===== config.mk =====
export PLATFORM = sky130hd
export DESIGN_NAME = sr_ou_drift_bank
export DESIGN_NICKNAME = d
export VERILOG_FILES = /design/src/rtl/sr_drift_pkg.sv /design/src/rtl/sr_ou_step.sv /design/src/rtl/sr_ou_drift_bank.sv
export SDC_FILE = /design/constraint.sdc
export NUM_CORES = 2
export LEC_CHECK = 0
export ABC_CLOCK_PERIOD_IN_PS = 23600
export CAP_MARGIN = 15
export CORE_MARGIN = 2
export CORE_UTILIZATION = 30
export CTS_CLUSTER_SIZE = 20
export DETAILED_ROUTE_END_ITERATION = 10
export REMOVE_ABC_BUFFERS = 1
export SLEW_MARGIN = 0
export SYNTH_ARGS = -nofsm -noshare
export SYNTH_HDL_FRONTEND = slang
export SYNTH_HIERARCHICAL = 1
export SYNTH_SLANG_ARGS = --single-unit
export TNS_END_PERCENT = 20

===== constraint.sdc =====
create_clock -name clk -period 23.6 [get_ports clk]
set_clock_uncertainty 0.05 [all_clocks]
set_input_delay 4.72 -clock clk [delete_from_list [all_inputs] [get_ports clk]]
set_output_delay 4.72 -clock clk [all_outputs]
set_load 0.005 [all_outputs]

===== src/rtl/sr_drift_pkg.sv =====
// sr_drift_pkg: shared constants for the OU drift bank.
// Holds cfg_sel codes, LFSR taps, seeds and the sweep FSM state type.
package sr_drift_pkg;

    localparam logic [2:0] SEL_CENTER = 3'd0;
    localparam logic [2:0] SEL_DRIFT  = 3'd1;
    localparam logic [2:0] SEL_TAU    = 3'd2;
    localparam logic [2:0] SEL_AMP    = 3'd3;
    localparam logic [2:0] SEL_STATE  = 3'd4;
    localparam logic [2:0] SEL_LIMIT  = 3'd5;

    // Feedback taps: bits 15, 13, 12 and 10.
    localparam logic [15:0] LFSR_TAPS   = 16'hB400;
    localparam logic [15:0] SEED_BASE   = 16'hF1D9;
    localparam logic [15:0] SEED_ZERO   = 16'hACE1;
    localparam logic [15:0] SEED_STRIDE = 16'h9E37;

    typedef enum logic [1:0] {
        ST_IDLE,
        ST_SWEEP,
        ST_DONE
    } sweep_st_e;

    // An all-zero LFSR would lock up, so it is replaced.
    function automatic logic [15:0] chan_seed(
        input int          ch,
        input logic [15:0] ofs
    );
        logic [15:0] s;
        s = SEED_BASE ^ ofs ^ 16'(ch * SEED_STRIDE);
        return (s == 16'h0000) ? SEED_ZERO : s;
    endfunction

endpackage


===== src/rtl/sr_ou_step.sv =====
// sr_ou_step: one Ornstein-Uhlenbeck update of a single channel.
// Inputs: channel state, center, drift_max, tau_inv, amp, lfsr.
// Outputs: clamped next state and next lfsr (combinational).
module sr_ou_step
    import sr_drift_pkg::*;
#(
    parameter int WIDTH = 18,
    parameter int FRAC  = 14
) (
    input  logic signed [WIDTH-1:0] state_i,
    input  logic signed [WIDTH-1:0] center_i,
    input  logic signed [WIDTH-1:0] drift_i,
    input  logic signed [WIDTH-1:0] tau_i,
    input  logic signed [WIDTH-1:0] amp_i,
    input  logic [15:0]             lfsr_i,
    output logic signed [WIDTH-1:0] state_o,
    output logic [15:0]             lfsr_o
);

    localparam int EW = WIDTH + 2;
    localparam int PW = 2 * WIDTH;
    localparam int NW = WIDTH + 10;

    logic signed [9:0]    mag;
    logic signed [9:0]    nsig;
    logic signed [NW-1:0] n_prod;
    logic signed [PW-1:0] r_prod;
    logic signed [EW-1:0] noise;
    logic signed [EW-1:0] rev;
    logic signed [EW-1:0] sum;
    logic signed [EW-1:0] lo;
    logic signed [EW-1:0] hi;
    logic signed [EW-1:0] res;

    always_comb begin
        mag    = {2'b00, lfsr_i[7:0]};
        nsig   = lfsr_i[15] ? -mag : mag;
        n_prod = NW'(nsig) * NW'(amp_i);
        noise  = EW'(n_prod >>> 7);
        r_prod = PW'(tau_i) * (PW'(center_i) - PW'(state_i));
        rev    = EW'(r_prod >>> FRAC);
        // Two guard bits keep the sum exact before clamping.
        sum    = EW'(state_i) + rev + noise;
        lo     = EW'(center_i) - EW'(drift_i);
        hi     = EW'(center_i) + EW'(drift_i);
        if (sum < lo) begin
            res = lo;
        end else if (sum > hi) begin
            res = hi;
        end else begin
            res = sum;
        end
        state_o = WIDTH'(res);
        lfsr_o  = {lfsr_i[14:0], ^(lfsr_i & LFSR_TAPS)};
    end

endmodule


===== src/rtl/sr_ou_drift_bank.sv =====
// sr_ou_drift_bank: bank of OU drift channels swept once per tick.
// Ports: clk, rst, clk_en, freeze, cfg_* write port, busy/upd_valid/
// overrun status, packed channel states and scaled states.
module sr_ou_drift_bank
    import sr_drift_pkg::*;
#(
    parameter int          WIDTH       = 18,
    parameter int          FRAC        = 14,
    parameter int          NUM_CH      = 5,
    parameter int          DECIMATE    = 64,
    parameter int          DEF_CENTER  = 16384,
    parameter int          DEF_DRIFT   = 3277,
    parameter int          DEF_TAU     = 8,
    parameter int          DEF_AMP     = 80,
    parameter int          SCALE_MUL   = 31,
    parameter int          SCALE_SH    = 15,
    parameter logic [15:0] SEED_OFFSET = 16'h0000,
    localparam int         CH_W = (NUM_CH > 1) ? $clog2(NUM_CH) : 1
) (
    input  logic                     clk,
    input  logic                     rst,
    input  logic                     clk_en,
    input  logic                     freeze,
    input  logic                     cfg_we,
    input  logic [CH_W-1:0]          cfg_ch,
    input  logic [2:0]               cfg_sel,
    input  logic signed [WIDTH-1:0]  cfg_data,
    output logic                     cfg_ready,
    output logic                     busy,
    output logic                     upd_valid,
    output logic                     overrun,
    output logic [NUM_CH*WIDTH-1:0]  state_packed,
    output logic [NUM_CH*WIDTH-1:0]  scaled_packed
);

    localparam int CNT_W = $clog2(DECIMATE);

    logic [CNT_W-1:0] cnt_q, cnt_d;
    sweep_st_e        st_q, st_d;
    logic [CH_W-1:0]  idx_q, idx_d;
    logic             busy_q, busy_d;
    logic             upd_valid_q, upd_valid_d;
    logic             overrun_q, overrun_d;

    logic signed [WIDTH-1:0] center_q [NUM_CH];
    logic signed [WIDTH-1:0] center_d [NUM_CH];
    logic signed [WIDTH-1:0] drift_q  [NUM_CH];
    logic signed [WIDTH-1:0] drift_d  [NUM_CH];
    logic signed [WIDTH-1:0] tau_q    [NUM_CH];
    logic signed [WIDTH-1:0] tau_d    [NUM_CH];
    logic signed [WIDTH-1:0] amp_q    [NUM_CH];
    logic signed [WIDTH-1:0] amp_d    [NUM_CH];
    logic signed [WIDTH-1:0] state_q  [NUM_CH];
    logic signed [WIDTH-1:0] state_d  [NUM_CH];
    logic signed [WIDTH-1:0] scaled_q [NUM_CH];
    logic signed [WIDTH-1:0] scaled_d [NUM_CH];
    logic [15:0]             lfsr_q   [NUM_CH];
    logic [15:0]             lfsr_d   [NUM_CH];

    logic                    tick;
    logic                    cfg_ok;
    logic signed [WIDTH-1:0] step_state;
    logic [15:0]             step_lfsr;

    function automatic logic signed [WIDTH-1:0] scale(
        input logic signed [WIDTH-1:0] s
    );
        logic signed [WIDTH+31:0] p;
        p = (WIDTH+32)'(s) * (WIDTH+32)'(SCALE_MUL);
        return WIDTH'(p >>> SCALE_SH);
    endfunction

    sr_ou_step #(
        .WIDTH (WIDTH),
        .FRAC  (FRAC)
    ) u_step (
        .state_i  (state_q[idx_q]),
        .center_i (center_q[idx_q]),
        .drift_i  (drift_q[idx_q]),
        .tau_i    (tau_q[idx_q]),
        .amp_i    (amp_q[idx_q]),
        .lfsr_i   (lfsr_q[idx_q]),
        .state_o  (step_state),
        .lfsr_o   (step_lfsr)
    );

    always_comb begin
        cnt_d       = cnt_q;
        st_d        = st_q;
        idx_d       = idx_q;
        busy_d      = busy_q;
        upd_valid_d = 1'b0;
        overrun_d   = overrun_q;
        center_d    = center_q;
        drift_d     = drift_q;
        tau_d       = tau_q;
        amp_d       = amp_q;
        state_d     = state_q;
        scaled_d    = scaled_q;
        lfsr_d      = lfsr_q;

        tick = clk_en && (cnt_q == '0);
        if (clk_en) begin
            if (cnt_q == CNT_W'(DECIMATE - 1)) begin
                cnt_d = '0;
            end else begin
                cnt_d = cnt_q + 1'b1;
            end
        end

        // Writes land before a coincident sweep reads the arrays.
        cfg_ok = cfg_we && !busy_q
              && (int'(cfg_ch) < NUM_CH)
              && (cfg_sel < SEL_LIMIT);
        if (cfg_ok) begin
            unique case (cfg_sel)
                SEL_CENTER: center_d[cfg_ch] = cfg_data;
                SEL_DRIFT:  drift_d[cfg_ch]  = cfg_data;
                SEL_TAU:    tau_d[cfg_ch]    = cfg_data;
                SEL_AMP:    amp_d[cfg_ch]    = cfg_data;
                SEL_STATE:  state_d[cfg_ch]  = cfg_data;
                default: ;
            endcase
        end

        unique case (st_q)
            ST_IDLE: begin
                if (tick && !freeze) begin
                    st_d   = ST_SWEEP;
                    idx_d  = '0;
                    busy_d = 1'b1;
                end
            end
            ST_SWEEP: begin
                state_d[idx_q]  = step_state;
                lfsr_d[idx_q]   = step_lfsr;
                scaled_d[idx_q] = scale(step_state);
                if (idx_q == CH_W'(NUM_CH - 1)) begin
                    st_d        = ST_DONE;
                    idx_d       = '0;
                    upd_valid_d = 1'b1;
                end else begin
                    idx_d = idx_q + 1'b1;
                end
                if (tick) begin
                    overrun_d = 1'b1;
                end
            end
            ST_DONE: begin
                st_d   = ST_IDLE;
                busy_d = 1'b0;
                if (tick) begin
                    overrun_d = 1'b1;
                end
            end
            default: begin
                st_d   = ST_IDLE;
                busy_d = 1'b0;
            end
        endcase
    end

    always_ff @(posedge clk) begin
        if (rst) begin
            cnt_q       <= '0;
            st_q        <= ST_IDLE;
            idx_q       <= '0;
            busy_q      <= 1'b0;
            upd_valid_q <= 1'b0;
            overrun_q   <= 1'b0;
            for (int c = 0; c < NUM_CH; c++) begin
                center_q[c] <= WIDTH'(DEF_CENTER);
                drift_q[c]  <= WIDTH'(DEF_DRIFT);
                tau_q[c]    <= WIDTH'(DEF_TAU);
                amp_q[c]    <= WIDTH'(DEF_AMP);
                state_q[c]  <= WIDTH'(DEF_CENTER);
                scaled_q[c] <= scale(WIDTH'(DEF_CENTER));
                lfsr_q[c]   <= chan_seed(c, SEED_OFFSET);
            end
        end else begin
            cnt_q       <= cnt_d;
            st_q        <= st_d;
            idx_q       <= idx_d;
            busy_q      <= busy_d;
            upd_valid_q <= upd_valid_d;
            overrun_q   <= overrun_d;
            center_q    <= center_d;
            drift_q     <= drift_d;
            tau_q       <= tau_d;
            amp_q       <= amp_d;
            state_q     <= state_d;
            scaled_q    <= scaled_d;
            lfsr_q      <= lfsr_d;
        end
    end

    always_comb begin
        state_packed  = '0;
        scaled_packed = '0;
        for (int i = 0; i < NUM_CH; i++) begin
            state_packed[i*WIDTH +: WIDTH]  = state_q[i];
            scaled_packed[i*WIDTH +: WIDTH] = scaled_q[i];
        end
    end

    assign cfg_ready = !busy_q;
    assign busy      = busy_q;
    assign upd_valid = upd_valid_q;
    assign overrun   = overrun_q;

endmodule


==> impl_metrics.ini <==
[outcome]
status = finished, final reports clean

[cells_and_area]
seq_area_sq_um = 11800
syn2layout_area_growth_pct = 12.4
drive_above_1_share = 0.0535
nets = 6869
nFillCells = 17500
multi_input_comb_area_sq_um = 34800
final_util = 0.340

[setup_path]
cp-end-kind = flip-flop
cp-startpoint = idx_q[0]
crit_required_ps = 24050
r2r_start = idx_q[0]
path_class = flip-flop to flip-flop
worst_path_max_delay_cell = a21oi_1
max_stage_delay_ps = 940
crit_path_frequent_cell = fa_1
critPathMaxFanout = 64
arrival_ps = 20760
cp-start-kind = flip-flop

[sta]
drv_slew = 0
setup_viol = 0
rsz0062_at_grt = no
period_needed_ps = 20310
fmax_mhz = 49.2
finalHoldViolations = 0
slew_headroom = 0.180
period_share = 0.860
worstMarginPinSlew_ps = 1230

[clock_tree]
cts_resized = 0
postCtsSetupBuffers = 0
cts-buffers-inserted = 71
cts_htree_levels = 3
clkLatencyLatePin_ps = 690
ctsHoldBuffers = 0
clk_path_buf_depth = 3
cts_tree = built
cts_sinks = 589
clk_pin_slew_ps = 60
cts-root-buf = clkbuf_16

[grt]
grt_pass1_vias = 42000
grt_pass1_wl_microns = 256000
grtUsageTotal = 0.188
antenna_found_initial = 0
grt_overflow = 0
grt_max_degree = 150

[die]
core_sq_um = 169000
initial_core_util = 0.302
rows = 151
die_area_sq_um = 174000
die_w_microns = 417
die_h_microns = 417
ioPinCount = 213

[logic_synthesis]
yosysTopAreaCell = dfxtp_1
netlist_area_sq_um = 51100
synth_top_area_share = 0.231
async_flop_share = 0
yosysUniqueCellTypes = 92
ys_top_cells_by_count = nand2_1, inv_1, dfxtp_1
ys_seq_area_frac = 0.231
avgSynthCellArea_sq_um = 8.43
synth.most_common_cell = nand2_1
syn_inst = 6063
ys_top_cells_by_area = dfxtp_1, fa_1, nand2_1, ha_1, inv_1
synth-edff-count = 0
ys_seq_elements = 589
ys_warn_count = 6
synth_top_flop_cell = dfxtp_1

[drt]
ant_nets = 0
first_iter_violations = 3572
post_drt_wl_per_cell_microns = 20.0
drt_first_pass_iters = 6
wl_microns = 166000
drc = 0
drt-vias-per-instance = 5.07
vias = 41900

[place]
gp_congestion = 0.885
io_buffers = 212
dp_hpwl_microns = 119000

[job]
maxCapViolations = 0

[worst_hold_path]
holdCritStartpoint = amp_q[44]
hold_path.class = flip-flop to flip-flop
-- worst paths after layout --
check                      end  slack (ps)  depth (start not counted)
max          scaled_packed[58]        3290                         61
min                  amp_q[44]         400                          2
max reg2reg  scaled_packed[58]        3290                         61
min reg2reg          amp_q[44]         400                          2
-- through the flow --
step | worst slack, ps | hold WS [ps] | cells | cell area, sq um | setup TNS, ps
after global routing | 2120 | 418 | 8269 | 57500 | 0
after detailed placement | 3640 | 396 | 8139 | 54900 | 0
after CTS | 3530 | 404 | 8268 | 57500 | 0
final | 3290 | 403 | 8271 | 57500 | 0
after global placement | 3830 | 391 | 8139 | 54900 | 0
after floorplan | -1940 | 377 | 5605 | 49000 | -79590
-- per-layer routing --
metal / vias up / global-route usage / part of all wire
met2: 1329 / 0.314 / 0.48
met4: 0 / 0.0601 / 0.031
met1: 20900 / 0.249 / 0.43
met5: - / 0 / 0
li1: 19500 / - / -
met3: 228 / 0.0251 / 0.062
-- kinds of logic after synthesis --
| logic type | count (synthesis) | share of synthesized area |
|---|---|---|
| compound gates | 1009 | 0.126 |
| simple gates | 2066 | 0.189 |
| buf+inv | 1151 | 0.0921 |
| mux | 258 | 0.0509 |
| xor+xnor | 144 | 0.0255 |
| flops | 589 | 0.231 |
| fa+ha+maj | 846 | 0.286 |
-- critical path, delay by kind of cell, from the launching register on --
kind | cells | cell delay (ps)
compound gates | 22 | 6770
buf+inv | 9 | 1790
simple gates | 9 | 1560
flops | 1 | 790
fa+ha+maj | 14 | 5880
xor+xnor | 5 | 2470
mux | 2 | 650
-- area by class of cell --
| class | count | share of cell area |
|---|---|---|
| Inverter | 693 | 0.0453 |
| Multi-Input combinational cell | 4323 | 0.605 |
| Clock inverter | 33 | 0.00938 |
| Timing Repair Buffer | 317 | 0.0512 |
| Clock buffer | 96 | 0.0355 |
| Antenna cell | 2 | 0.0000871 |
| Tap cell | 2218 | 0.0483 |
| Sequential cell | 589 | 0.205 |
-- placed cells by master, fill, tap and decap left out, types with 8 or more instances in the layout --
master,count
a211o_1,20
a211oi_1,94
a21o_1,35
a21oi_1,424
a221o_1,106
a31oi_1,11
and2_1,194
and3_1,16
buf_4,103
bufinv_16,9
clkbuf_1,8
clkbuf_16,71
clkbuf_8,17
clkdlybuf4s50_1,211
clkinv_2,13
dfxtp_1,588
fa_1,541
ha_1,304
inv_1,691
mux2i_1,253
nand2_1,1093
nand2_2,8
nand2b_1,38
nand3_1,118
nand3b_1,109
nand4_1,13
nor2_1,240
nor2b_1,113
nor3_1,34
o211ai_1,13
o21a_1,24
o21ai_0,174
o21ai_1,24
o21bai_1,10
or2_2,24
or3_1,10
xnor2_1,92
xor2_1,41
-- registers in the layout, summed over array words and instances, names as in the netlist --
name           count
amp_q             90
busy               1
center_q          90
cnt_q              6
drift_q           90
idx_q              3
lfsr_q            80
overrun            1
scaled_packed     45
st_q               2
state_packed      90
tau_q             90
upd_valid          1
Power is not shown: default switching activity piles up to over one toggle a cycle in this logic, so the estimate is an artifact.
